===== src/rtl/fire3_pkg.sv =====
// Shared constants, derived widths and FSM state type for the fire3 expand-3x3 feeder.
package fire3_pkg;

  localparam int W_IN          = 64;
  localparam int H_IN          = 64;
  localparam int CHIN          = 16;
  localparam int KERNEL_DIM    = 3;
  localparam int PAD           = 1;
  localparam int WIDTH         = 16;
  localparam int BEATS_PER_WIN = CHIN * KERNEL_DIM * KERNEL_DIM;  // 144
  localparam int ADDR_W        = $clog2(CHIN * H_IN * W_IN);

  typedef enum logic [1:0] {
    ST_IDLE  = 2'd0,
    ST_RUN   = 2'd1,
    ST_GAP   = 2'd2,
    ST_FLUSH = 2'd3
  } state_t;

  // Counter width able to hold 0..n-1, never narrower than one bit.
  function automatic int cnt_w(input int n);
    return (n > 1) ? $clog2(n) : 1;
  endfunction

endpackage


===== src/rtl/fire3_window_addr_gen.sv =====
// Window/beat counters for the expand-3x3 feeder: produces the squeeze-RAM
// read address for the current beat plus a flag marking zero-padding beats.
module fire3_window_addr_gen
  import fire3_pkg::*;
#(
  parameter int W_IN       = fire3_pkg::W_IN,
  parameter int H_IN       = fire3_pkg::H_IN,
  parameter int CHIN       = fire3_pkg::CHIN,
  parameter int KERNEL_DIM = fire3_pkg::KERNEL_DIM,
  parameter int PAD        = fire3_pkg::PAD,
  parameter int AW         = fire3_pkg::ADDR_W
) (
  input  logic          clk,
  input  logic          rst_n,
  input  logic          i_beat_en,    // advance ch/ky/kx by one beat
  input  logic          i_win_en,     // advance ox/oy by one window
  output logic [AW-1:0] o_addr,
  output logic          o_pad,
  output logic          o_beat_last,  // current beat is the last of the window
  output logic          o_win_last    // current window is the last of the pass
);

  localparam int OY_W = cnt_w(H_IN);
  localparam int OX_W = cnt_w(W_IN);
  localparam int CH_W = cnt_w(CHIN);
  localparam int K_W  = cnt_w(KERNEL_DIM);

  logic [OY_W-1:0] r_oy;
  logic [OX_W-1:0] r_ox;
  logic [CH_W-1:0] r_ch;
  logic [K_W-1:0]  r_ky;
  logic [K_W-1:0]  r_kx;

  int w_iy;
  int w_ix;
  int w_iy_c;
  int w_ix_c;
  int w_lin;

  // Beat counters nest ch > ky > kx; window counters nest oy > ox; all wrap to 0.
  always_ff @(posedge clk or negedge rst_n) begin
    if (!rst_n) begin
      r_oy <= '0;
      r_ox <= '0;
      r_ch <= '0;
      r_ky <= '0;
      r_kx <= '0;
    end else begin
      // NOTE: non-blocking assignments so every counter sees pre-edge values and updates together.
      if (i_beat_en) begin
        if (r_kx == K_W'(KERNEL_DIM - 1)) begin
          r_kx <= '0;
          if (r_ky == K_W'(KERNEL_DIM - 1)) begin
            r_ky <= '0;
            r_ch <= (r_ch == CH_W'(CHIN - 1)) ? '0 : r_ch + CH_W'(1);
          end else begin
            r_ky <= r_ky + K_W'(1);
          end
        end else begin
          r_kx <= r_kx + K_W'(1);
        end
      end
      if (i_win_en) begin
        if (r_ox == OX_W'(W_IN - 1)) begin
          r_ox <= '0;
          r_oy <= (r_oy == OY_W'(H_IN - 1)) ? '0 : r_oy + OY_W'(1);
        end else begin
          r_ox <= r_ox + OX_W'(1);
        end
      end
    end
  end

  // Source coordinate, pad detection and clamped linear address for the current beat.
  always_comb begin
    // NOTE: every variable gets a value on every path, so no latch is inferred.
    w_iy   = int'(r_oy) + int'(r_ky) - PAD;
    w_ix   = int'(r_ox) + int'(r_kx) - PAD;
    o_pad  = (w_iy < 0) || (w_iy >= H_IN) || (w_ix < 0) || (w_ix >= W_IN);
    w_iy_c = (w_iy < 0) ? 0 : ((w_iy > H_IN - 1) ? H_IN - 1 : w_iy);
    w_ix_c = (w_ix < 0) ? 0 : ((w_ix > W_IN - 1) ? W_IN - 1 : w_ix);
    w_lin  = (int'(r_ch) * H_IN + w_iy_c) * W_IN + w_ix_c;
    o_addr = AW'(w_lin);
    o_beat_last = (r_ch == CH_W'(CHIN - 1)) && (r_ky == K_W'(KERNEL_DIM - 1)) &&
                  (r_kx == K_W'(KERNEL_DIM - 1));
    o_win_last  = (r_oy == OY_W'(H_IN - 1)) && (r_ox == OX_W'(W_IN - 1));
  end

endmodule


===== src/rtl/fire3_expand_3_feeder.sv =====
// Streams zero-padded KxK windows of the squeeze feature map into the
// expand-3x3 MAC array: FSM, one-cycle RAM-latency pipeline and output registers.
module fire3_expand_3_feeder
  import fire3_pkg::*;
#(
  parameter int W_IN       = fire3_pkg::W_IN,
  parameter int H_IN       = fire3_pkg::H_IN,
  parameter int CHIN       = fire3_pkg::CHIN,
  parameter int KERNEL_DIM = fire3_pkg::KERNEL_DIM,
  parameter int PAD        = fire3_pkg::PAD,
  parameter int WIDTH      = fire3_pkg::WIDTH
) (
  input  logic                                 clk,
  input  logic                                 rst,
  input  logic                                 start,
  output logic [$clog2(CHIN*H_IN*W_IN)-1:0]    fm_addr,
  input  logic [WIDTH-1:0]                     fm_rdata,
  output logic [WIDTH-1:0]                     ifm,
  output logic                                 ifm_valid,
  output logic                                 win_last,
  output logic                                 busy,
  output logic                                 done
);

  localparam int AW = $clog2(CHIN * H_IN * W_IN);

  state_t          r_state;
  state_t          w_next_state;
  logic            w_beat_en;
  logic            w_win_en;
  logic            w_done_set;
  logic            w_pad;
  logic            w_beat_last;
  logic            w_win_last;
  logic [AW-1:0]   w_addr;

  // Stage 1: travels alongside the RAM read.
  logic            r_v1;
  logic            r_pad1;
  logic            r_last1;

  // Stage 2: registered outputs.
  logic [WIDTH-1:0] r_ifm;
  logic             r_ifm_valid;
  logic             r_win_last;
  logic             r_busy;
  logic             r_done;

  fire3_window_addr_gen #(
    .W_IN       (W_IN),
    .H_IN       (H_IN),
    .CHIN       (CHIN),
    .KERNEL_DIM (KERNEL_DIM),
    .PAD        (PAD),
    .AW         (AW)
  ) u_addr_gen (
    .clk         (clk),
    .rst_n       (rst),
    .i_beat_en   (w_beat_en),
    .i_win_en    (w_win_en),
    .o_addr      (w_addr),
    .o_pad       (w_pad),
    .o_beat_last (w_beat_last),
    .o_win_last  (w_win_last)
  );

  // State register.
  always_ff @(posedge clk or negedge rst) begin
    if (!rst) r_state <= ST_IDLE;
    else      r_state <= w_next_state;
  end

  // Next-state and counter-enable decode; done fires once both pipeline stages are empty.
  always_comb begin
    w_next_state = r_state;
    w_beat_en    = 1'b0;
    w_win_en     = 1'b0;
    w_done_set   = 1'b0;
    unique case (r_state)
      ST_IDLE: begin
        // r_done still high means start coincides with the done pulse: ignore it.
        if (start && !r_done) w_next_state = ST_RUN;
      end
      ST_RUN: begin
        w_beat_en = 1'b1;
        if (w_beat_last) w_next_state = ST_GAP;
      end
      ST_GAP: begin
        w_win_en     = 1'b1;
        w_next_state = w_win_last ? ST_FLUSH : ST_RUN;
      end
      ST_FLUSH: begin
        if (!r_v1 && !r_ifm_valid) begin
          w_done_set   = 1'b1;
          w_next_state = ST_IDLE;
        end
      end
      default: w_next_state = ST_IDLE;
    endcase
  end

  // Pad flag and beat markers delayed by the RAM read latency, then the output stage.
  always_ff @(posedge clk or negedge rst) begin
    if (!rst) begin
      r_v1        <= 1'b0;
      r_pad1      <= 1'b0;
      r_last1     <= 1'b0;
      r_ifm       <= '0;
      r_ifm_valid <= 1'b0;
      r_win_last  <= 1'b0;
      r_busy      <= 1'b0;
      r_done      <= 1'b0;
    end else begin
      r_v1        <= (r_state == ST_RUN);
      r_pad1      <= w_pad;
      r_last1     <= (r_state == ST_RUN) && w_beat_last;
      r_ifm       <= (r_v1 && !r_pad1) ? fm_rdata : '0;
      r_ifm_valid <= r_v1;
      r_win_last  <= r_last1;
      r_busy      <= (w_next_state != ST_IDLE);
      r_done      <= w_done_set;
    end
  end

  assign fm_addr   = w_addr;
  assign ifm       = r_ifm;
  assign ifm_valid = r_ifm_valid;
  assign win_last  = r_win_last;
  assign busy      = r_busy;
  assign done      = r_done;

endmodule


===== config.mk =====
export PLATFORM = sky130hd
export DESIGN_NAME = fire3_expand_3_feeder
export DESIGN_NICKNAME = d
export VERILOG_FILES = /design/src/rtl/fire3_pkg.sv /design/src/rtl/fire3_window_addr_gen.sv /design/src/rtl/fire3_expand_3_feeder.sv
export SDC_FILE = /design/constraint.sdc
export NUM_CORES = 1
export LEC_CHECK = 0
export BUFFER_PORTS_ARGS = -buffer_cell sky130_fd_sc_hd__buf_2
export CAP_MARGIN = 20
export CORE_MARGIN = 8
export CORE_UTILIZATION = 59
export CTS_CLUSTER_DIAMETER = 60
export DETAILED_ROUTE_END_ITERATION = 10
export PLACE_DENSITY = 0.92
export SETUP_SLACK_MARGIN = 0.3
export SLEW_MARGIN = 10
export SYNTH_ARGS = -nofsm -noshare
export SYNTH_HDL_FRONTEND = slang
export SYNTH_SLANG_ARGS = --single-unit

===== constraint.sdc =====
create_clock -name clk -period 5.9 [get_ports clk]
set_clock_uncertainty 0.15 [all_clocks]
set_input_delay 0.885 -clock clk [delete_from_list [all_inputs] [get_ports clk]]
set_output_delay 0.885 -clock clk [all_outputs]
set_load 0.05 [all_outputs]

; Word level (Yosys, flattened, before mapping)
; Index checks and enable logic that the tools add are counted.
[totals]
memories = 0
out_inout_bits = 36
latchBits = 0
ram_bits = 0
reg_bits = 45
mem_bits_ro = 0
inputBits = 19
[op_classes]
div_mod_pow = 0
n_mux = 19
bitwise = 0
multipliers = 0
magnitude_cmp = 6
n_shift = 0
n_reduce_logical = 19
n_eq_ne = 8
n_addsub = 11
[ops]
columns = cell, count
row1 = 32-bit by 8-bit greater-or-equal comparator with 1-bit output (second input constant), 2
row2 = 32-bit by 7-bit greater-than comparator with 1-bit output (second input constant), 2
row3 = 32-bit by 1-bit less-than comparator with 1-bit output (second input constant), 2
row4 = 16-bit two-way mux, 3
row5 = 10-bit two-way mux, 2
row6 = 16-bit adder, 1
row7 = 7-bit by 1-bit subtractor with 8-bit output (second input constant), 2
row8 = 6-bit by 2-bit adder with 7-bit output, 2
row9 = 6-bit by 1-bit adder with 6-bit output (second input constant), 2
row10 = 6-bit equality test (second input constant), 2
row11 = 2-bit two-way mux, 6
row12 = 6-bit two-way mux, 2
row13 = 10-bit adder, 1
row14 = 2-bit equality test (second input constant), 4
row15 = 2-bit case mux with 4 select lines, 1
row16 = 1-bit logical AND, 7
row17 = 2-bit by 1-bit adder with 2-bit output (second input constant), 2
row18 = 4-bit by 1-bit adder with 4-bit output (second input constant), 1
row19 = 4-bit equality test (second input constant), 1
row20 = 1-bit zero test, 4
row21 = 1-bit two-way mux, 4
row22 = 4-bit two-way mux, 1
row23 = 2-bit AND reduction, 2
row24 = 1-bit logical OR, 3
row25 = other kinds (4), 4

; Logic depth before layout (Yosys ltp)
; Gate-level depths: netlist of run 1.
[logic_depth]
word_depth = 7
ltp_mapped = 14
ltp_nobuf = 13

; Hierarchy
; A second synthesis of run 1 with hierarchy kept.
[unflattened]
cells_unflattened = 303
area_unflattened_um2 = 2860.2
[by_module_without_submodules]
columns = mod, seq_area_each_um2, area_each_um2, instances, cells_per_inst
row1 = fire3_window_addr_gen, 500.5, 2033.2, 1, 249
row2 = fire3_expand_3_feeder, 625.6, 827.0, 1, 54

; Worst setup path after synthesis of run 1
; OpenSTA, ideal clock, no wires.
[synth_timing]
kind = register to output
from = register u_addr_gen.r_oy[1]
to = output port fm_addr[11]
arrival_time_ns = 2.674
slack_ns = 2.191
path_buffers = 0
stages_incl_launch_ff = 11
path_cell_list = dfrtp_1 inv_1 ha_1 inv_1 ha_1 fa_1 nand3_1 nand2_1 xnor2_1 nand3_1 a31oi_1
[synth_via]
elab_chain_cells = 7
[synth_rtl]
columns = item, line
row1 = start: declaration, fire3_window_addr_gen.sv:28  ; logic [OY_W-1:0] r_oy;
row2 = start signal: assignment, fire3_window_addr_gen.sv:66  ; r_oy <= (r_oy == OY_W'(H_IN - 1)) ? '0 : r_oy + OY_W'(1);
row3 = 6-bit by 2-bit adder with 7-bit output *, fire3_window_addr_gen.sv:77  ; w_iy = int'(r_oy) + int'(r_ky) - PAD;
row4 = 7-bit by 1-bit subtractor with 8-bit output *, fire3_window_addr_gen.sv:77
row5 = 32-bit by 7-bit greater-than comparator with 1-bit output, fire3_window_addr_gen.sv:80  ; w_iy_c = (w_iy < 0) ? 0 : ((w_iy > H_IN - 1) ? H_IN - 1 : w_iy);
row6 = 10-bit two-way mux, fire3_window_addr_gen.sv:80
row7 = 10-bit two-way mux *, fire3_window_addr_gen.sv:80
row8 = 10-bit adder *, fire3_window_addr_gen.sv:82  ; w_lin = (int'(r_ch) * H_IN + w_iy_c) * W_IN + w_ix_c;
row9 = 16-bit adder *, fire3_window_addr_gen.sv:82
row10 = end: declaration, fire3_expand_3_feeder.sv:16  ; output logic [$clog2(CHIN*H_IN*W_IN)-1:0] fm_addr,
; Every way passes the cells marked *; elsewhere a longest branch is shown, timed or not.

; Final worst setup path of run 1
[layout_timing]
from = register u_addr_gen.r_kx[1]
to = output port fm_addr[2]
[layout_via]
elab_chain_cells = 6
[layout_rtl]
columns = item, line
row1 = start: declaration, fire3_window_addr_gen.sv:32  ; logic [K_W-1:0] r_kx;
row2 = start signal: assignment, fire3_window_addr_gen.sv:60  ; r_kx <= r_kx + K_W'(1);
row3 = 6-bit by 2-bit adder with 7-bit output *, fire3_window_addr_gen.sv:78  ; w_ix = int'(r_ox) + int'(r_kx) - PAD;
row4 = 7-bit by 1-bit subtractor with 8-bit output *, fire3_window_addr_gen.sv:78
row5 = 32-bit by 7-bit greater-than comparator with 1-bit output, fire3_window_addr_gen.sv:81  ; w_ix_c = (w_ix < 0) ? 0 : ((w_ix > W_IN - 1) ? W_IN - 1 : w_ix);
row6 = 16-bit two-way mux, fire3_window_addr_gen.sv:81
row7 = 16-bit two-way mux *, fire3_window_addr_gen.sv:81
row8 = 16-bit adder *, fire3_window_addr_gen.sv:82
; Marked as above.

==> results.toml, run 1 <==
[outcome]
status = "finished, final reports clean"

[route]
vias = 2314
drc = 0
firstDrtPassIters = 5
ant_nets = 0
post_drt_wl_per_cell_um = 14.8
met1_length_um = 2350
met2RoutedLength_um = 3110
vias_per_cell = 5.80
routed_wl_um = 5900
drtIter0Drc = 190
top_layer = "met4"
dr_wl_met3_um = 291

[yosys]
synth_adder_area_share = 0.146
ys_seq_elements = 45
synth_edf_count = 0
synth.most_common_cell = "dfrtp_1"
postSynth.asyncResetShare = 1.00
yosys-top-cells-area = "dfrtp_1 41%, ha_1 13%, and2_1 4.3%, xnor2_1 4.1%, a21oi_1 4.0%"
synth_compound_area_frac = 0.137
yosys.area_share.simple = 0.192
avgSynthCellArea_um2 = 9.53
synth_cell_types = 43
muxShareOfSynthArea = 0.0113
syn_inst = 290
yosys.area.top_type = "dfrtp_1"
synth-xor-area-share = 0.0507
synth_top_family_by_area = "simple AND/OR/NAND/NOR gates"
synthDominantCellAreaShare = 0.408
yosys-top-cells-count = "45 x dfrtp_1, 29 x ha_1, 27 x inv_1"
synthFlopType = "dfrtp_1"
yosysSeqAreaShare = 0.408
yosysWarnings = 0
syn_area_um2 = 2760

[sta]
worst_hold_slack_ns = 0.210
worstMarginPinSlew_ns = 0.988
maxSlewViolCount = 0
worst_slew_margin_rel = 0.340
period_share = 0.662
setup_violations = 0
setup_tns_ns = 0
layout_min_cycle_time_ns = 3.91
max_freq_ghz = 0.256
finalHoldViolCount = 0
rsz0062_at_grt = "false"

[layout]
fin_cells = 399
drive_gt1_frac = 0.209
final_area_um2 = 3150
syn_to_final_growth_pct = 14.0
fin_nets = 394
antenna_cells = 0

[cts]
ctsHoldBuffers = 0
clkTransAtPathRegs_ns = 0.09
clock_latency_ns = 0.30
cts_buffer_depth = 2
ctsResizeCount = 0
numCtsBuffers = 5
cts_tree = "yes"
cts_num_sinks = 45
htreeDepth = 2
cts_root_buf = "clkbuf_8"
post_cts_buffers = 0

[global_routing]
grt_overflow = 0
antenna_found_initial = 0
grt_pass1_vias = 2235
grt_pass1_wl_um = 10100
grt_max_degree = 46
grt_usage = 0.171

[place]
gp_congestion = 0.843
dp.cells = 391
dp_hpwl_um = 4550
place_area_um2 = 3060
port-buffer-count = 54

[floorplanning]
initial_core_util = 0.597
row_count = 25
fp.dieH_um = 84.4
core_area_um2 = 4630
io_pins = 55
die_w_um = 84.4
dieArea_um2 = 7130

[power]
ir_drop_mv = 0.125
cellInternalPower_uw = 398
switching_share = 0.230
power_leakage_uw = 0.00163
p_sw_uw = 119
comb_power_share = 0.037
total_power_uw = 517
power_density_nw_per_um2 = 164
seqPwrFrac = 0.596
clockPowerShare = 0.368

[run]
cap_viol_max_count = 0

[setup_path]
critPathMaxFanout = 7
criticalPathCategory = "reg -> out"
critPathCaptureType = "output port"
cp.arrival_ns = 2.87
critPathRequiredTime_ns = 4.87
start_kind = "flip-flop"

[worst_hold_path]
hp-class = "reg -> reg"
==> path summary, 6_finish.rpt <==
check	from	endpoint	slack (ns)	depth (start not counted)
max reg2reg	u_addr_gen.r_kx[1]	r_pad1	3.30	10
min in group asynchronous	rst	ifm[9]	0.57	1
min	r_last1	win_last	0.21	0
min reg2reg	r_last1	win_last	0.21	0
max	u_addr_gen.r_kx[1]	fm_addr[2]	1.99	11
max in group asynchronous	rst	u_addr_gen.r_ch[0]	4.41	1
==> metal layers <==
metal	up-vias	track usage
met5	-	0
met4	0	0.0680
met3	15	0.0322
met2	75	0.312
met1	1114	0.190
li1	1110	-
==> flip-flops by register name (all words and copies together) (netlist names), 2 cells and up <==
register         cells
ifm                 16
u_addr_gen.r_kx      2
u_addr_gen.r_ox      6
u_addr_gen.r_ky      2
r_state              2
u_addr_gen.r_oy      6
u_addr_gen.r_ch      4
==> layout make-up <==
cell class / count / area (µm²)
fillers: 350 / 1480
repair buffers: 54 / 270
flip-flops and latches: 45 / 1130
well taps: 54 / 67.6
clock buffers: 5 / 68.8
multi-input cells: 210 / 1490
inverters: 28 / 105
clock inverters: 3 / 21.3
==> power groups by stage <==
stage	clock network (µW)	logic (µW)	registers (µW)
after detailed placement	0	19.3	314
final	190	18.9	308
after CTS	193	19.4	308
after global routing	207	21.2	308
after floorplan	0	6.82	314
after global placement	0	18.8	314
==> placed cells by master (no fill, tap or decap), types with 6 or more instances in the layout <==
cell type and n:
nor2b_1 6, and3_1 6, and2_1 19, dfrtp_1 45, nor3_1 7, o21ai_0 20, inv_1 27, a21oi_1 22
xnor2_1 13, ha_1 29, buf_2 54, nor2_1 7, nand2_1 17, nand3_1 17
==> worst max-delay path: stages (launching register included) <==
cell,delay (ns)
dfrtp_1,0.38
inv_1,0.14
ha_1,0.18
inv_1,0.07
ha_1,0.27
a21o_1,0.15
a21o_1,0.20
a21oi_1,0.15
o21bai_1,0.08
xnor2_1,0.50
a21oi_1,0.20
buf_2,0.25
==> through the flow <==
step,utilization,setup slack [ns]
after global routing,0.681,1.80
final,0.681,1.99
after detailed placement,0.661,2.38
after global placement,0.661,2.45
after floorplan,-,2.19
after CTS,0.681,2.04
==> kinds of logic (layout without fill, tap and decap cells) <==
group           Yosys count  after routing
xor+xnor                 16             16
mux                       3              3
flops                    45             45
simple gates             95             95
fa+ha+maj                31             31
buf+inv                  36             90
other cells               1              2
compound gates           63             63
Note: power is estimated with default switching activity, not from simulation.
==> run 2, diff against run 1 <==
--- a/config.mk
+++ b/config.mk
@@ -5,13 +5,14 @@
 export SDC_FILE = /design/constraint.sdc
 export NUM_CORES = 1
 export LEC_CHECK = 0
+export ABC_AREA = 1
 export BUFFER_PORTS_ARGS = -buffer_cell sky130_fd_sc_hd__buf_2
 export CAP_MARGIN = 20
 export CORE_MARGIN = 8
-export CORE_UTILIZATION = 59
+export CORE_UTILIZATION = 56
 export CTS_CLUSTER_DIAMETER = 60
 export DETAILED_ROUTE_END_ITERATION = 10
-export PLACE_DENSITY = 0.92
+export PLACE_DENSITY = 0.88
 export SETUP_SLACK_MARGIN = 0.3
 export SLEW_MARGIN = 10
 export SYNTH_ARGS = -nofsm -noshare
==> constraint.sdc (replaced) <==
create_clock -name clk -period 3.8 [get_ports clk]
set_clock_uncertainty 0.15 [all_clocks]
set_input_delay 0.57 -clock clk [delete_from_list [all_inputs] [get_ports clk]]
set_output_delay 0.57 -clock clk [all_outputs]
set_load 0.05 [all_outputs]
==> results.toml, run 2 <==
[floorplanning]
fp.dieH_um = 87.8
initial_core_util = 0.572
dieArea_um2 = 7700
io_pins = 55
row_count = 26
die_w_um = 87.8
core_area_um2 = 5040

[cts]
htreeDepth = 2
clkTransAtPathRegs_ns = 0.08
cts_tree = "yes"
cts_root_buf = "clkbuf_8"
cts_num_sinks = 45
ctsHoldBuffers = 0
numCtsBuffers = 5
clock_latency_ns = 0.29
cts_buffer_depth = 2

[sta]
rsz0062_at_grt = "false"
finalHoldViolCount = 0
layout_min_cycle_time_ns = 3.38
setup_tns_ns = 0
max_freq_ghz = 0.296
maxSlewViolCount = 0
worstMarginPinSlew_ns = 0.943
worst_slew_margin_rel = 0.371
setup_violations = 0
period_share = 0.888

[global_routing]
grt_max_degree = 46
grt_pass1_wl_um = 9900
grt_overflow = 0
grt_pass1_vias = 2334
antenna_found_initial = 0
grt_usage = 0.161

[outcome]
status = "finished, final reports clean"

[yosys]
postSynth.asyncResetShare = 1.00
syn_inst = 336
yosys-top-cells-count = "64 x inv_1, 46 x nand2_1, 45 x dfrtp_1"
ys_seq_elements = 45
synthFlopType = "dfrtp_1"
avgSynthCellArea_um2 = 8.58
syn_area_um2 = 2880
synth.most_common_cell = "inv_1"
yosys.area.top_type = "dfrtp_1"
synthDominantCellAreaShare = 0.391
yosys-top-cells-area = "dfrtp_1 39%, ha_1 13%, inv_1 8.3%, nand2_1 6.0%, nand3_1 4.7%"
synth_edf_count = 0
synth_cell_types = 35
yosysSeqAreaShare = 0.391
yosysWarnings = 0

[place]
place_area_um2 = 3230
dp_hpwl_um = 4630
gp_congestion = 0.866
port-buffer-count = 54

[route]
dr_wl_met3_um = 346
met2RoutedLength_um = 3110
drtIter0Drc = 56
met1_length_um = 2420
vias = 2320
ant_nets = 0
post_drt_wl_per_cell_um = 12.7
vias_per_cell = 4.89
drc = 0
routed_wl_um = 6000
top_layer = "met4"
firstDrtPassIters = 4

[worst_hold_path]
hp-class = "reg -> reg"
whs_path_depth = 0

[setup_path]
start_kind = "flip-flop"
reg2reg_depth = 11
r2r_start = "u_addr_gen.r_ox[1]"
critPathRequiredTime_ns = 3.08
critPathCaptureType = "output port"
rr_endpoint = "r_pad1"
cp.arrival_ns = 2.66
worstSetupStartpoint = "u_addr_gen.r_oy[1]"
r2r_setup_slack_ns = 1.60
endpoint = "fm_addr[8]"
critPathMaxFanout = 7
criticalPathCategory = "reg -> out"

[layout]
final_area_um2 = 3430
fin_nets = 455
layout_common_cells = "64 x inv_1, 49 x buf_2, 45 x nand2_1, 45 x dfrtp_1, 32 x nor2_1"
largest_register_ffs = 16
drive_gt1_frac = 0.275
syn_to_final_growth_pct = 18.9
antenna_cells = 0
final_common_cell = "inv_1"

[power]
power_leakage_uw = 0.00197
power_density_nw_per_um2 = 739
ir_drop_mv = 0.698

[run]
cap_viol_max_count = 0
run 2: layout make-up:
class                      count  area (µm²)
multi-input combinational    219        1520
sequential                    45        1130
fill                         400        1610
inverter                      71         267
timing repair buffer          63         358
clock buffer                   5        68.8
clock inverter                 1        5.00
tap                           70        87.6
run 2: worst min path at each step:
| stage | slack (ns) | start | endpoint |
|---|---|---|---|
| after floorplan | 0.12 | rst | busy |
| after global placement | 0.18 | r_last1 | win_last |
| after detailed placement | 0.19 | r_last1 | win_last |
| after CTS | 0.21 | r_last1 | win_last |
| after global routing | 0.21 | r_last1 | win_last |
| final | 0.21 | r_last1 | win_last |
run 2: per-stage QoR:
stage / setup slack (ns) / hold slack (ns) / power (µW) / instances / util
after floorplan: 0.361 / 0.124 / 1820 / 337 / -
after global placement: 0.494 / 0.184 / 2070 / 459 / 0.640
after detailed placement: 0.378 / 0.190 / 2100 / 459 / 0.640
after CTS: 0.302 / 0.207 / 2440 / 469 / 0.664
after global routing: 0.266 / 0.208 / 2710 / 474 / 0.680
final: 0.424 / 0.207 / 2530 / 474 / 0.680
run 2: routing by layer:
metal | track usage | vias up
li1 | - | 1195
met5 | 0 | -
met2 | 0.292 | 50
met3 | 0.0497 | 13
met4 | 0.0594 | 0
met1 | 0.170 | 1062
run 2: worst max-delay path, stage by stage (launching register included):
cell and delay (ns):
dfrtp_1 0.38, inv_1 0.08, ha_1 0.28, inv_1 0.04, ha_2 0.19, fa_2 0.39, nand3_4 0.09, nand3_4 0.12
buf_6 0.16, nand4_2 0.12, nand2_1 0.08, xnor2_1 0.16, clkbuf_4 0.26
run 2: logic make-up after synthesis:
logic type | Yosys count | synth area share
AO/OA/AOI/OAI | 29 | 0.0590
XOR/XNOR | 15 | 0.0456
adder cells (fa/ha/maj) | 31 | 0.140
buffers and inverters | 73 | 0.0977
flip-flops | 45 | 0.391
other | 1 | 0.00130
AND/OR/NAND/NOR | 142 | 0.266
run 2: what timing repair did:
action	4_1_cts	5_1_grt
resized for setup	4	13
endpoints found under the setup margin	6	12
setup buffers	4	5
hold endpoints to repair	0	0
pin swaps	1	3
run 2: power breakdown:
group	leakage (µW)	total [µW]	internal (µW)	switching, µW
clock	0.0000399	265	121	144
sequential	0.000597	569	532	36.7
combinational	0.00133	1700	513	1190
total	0.00197	2530	1170	1370
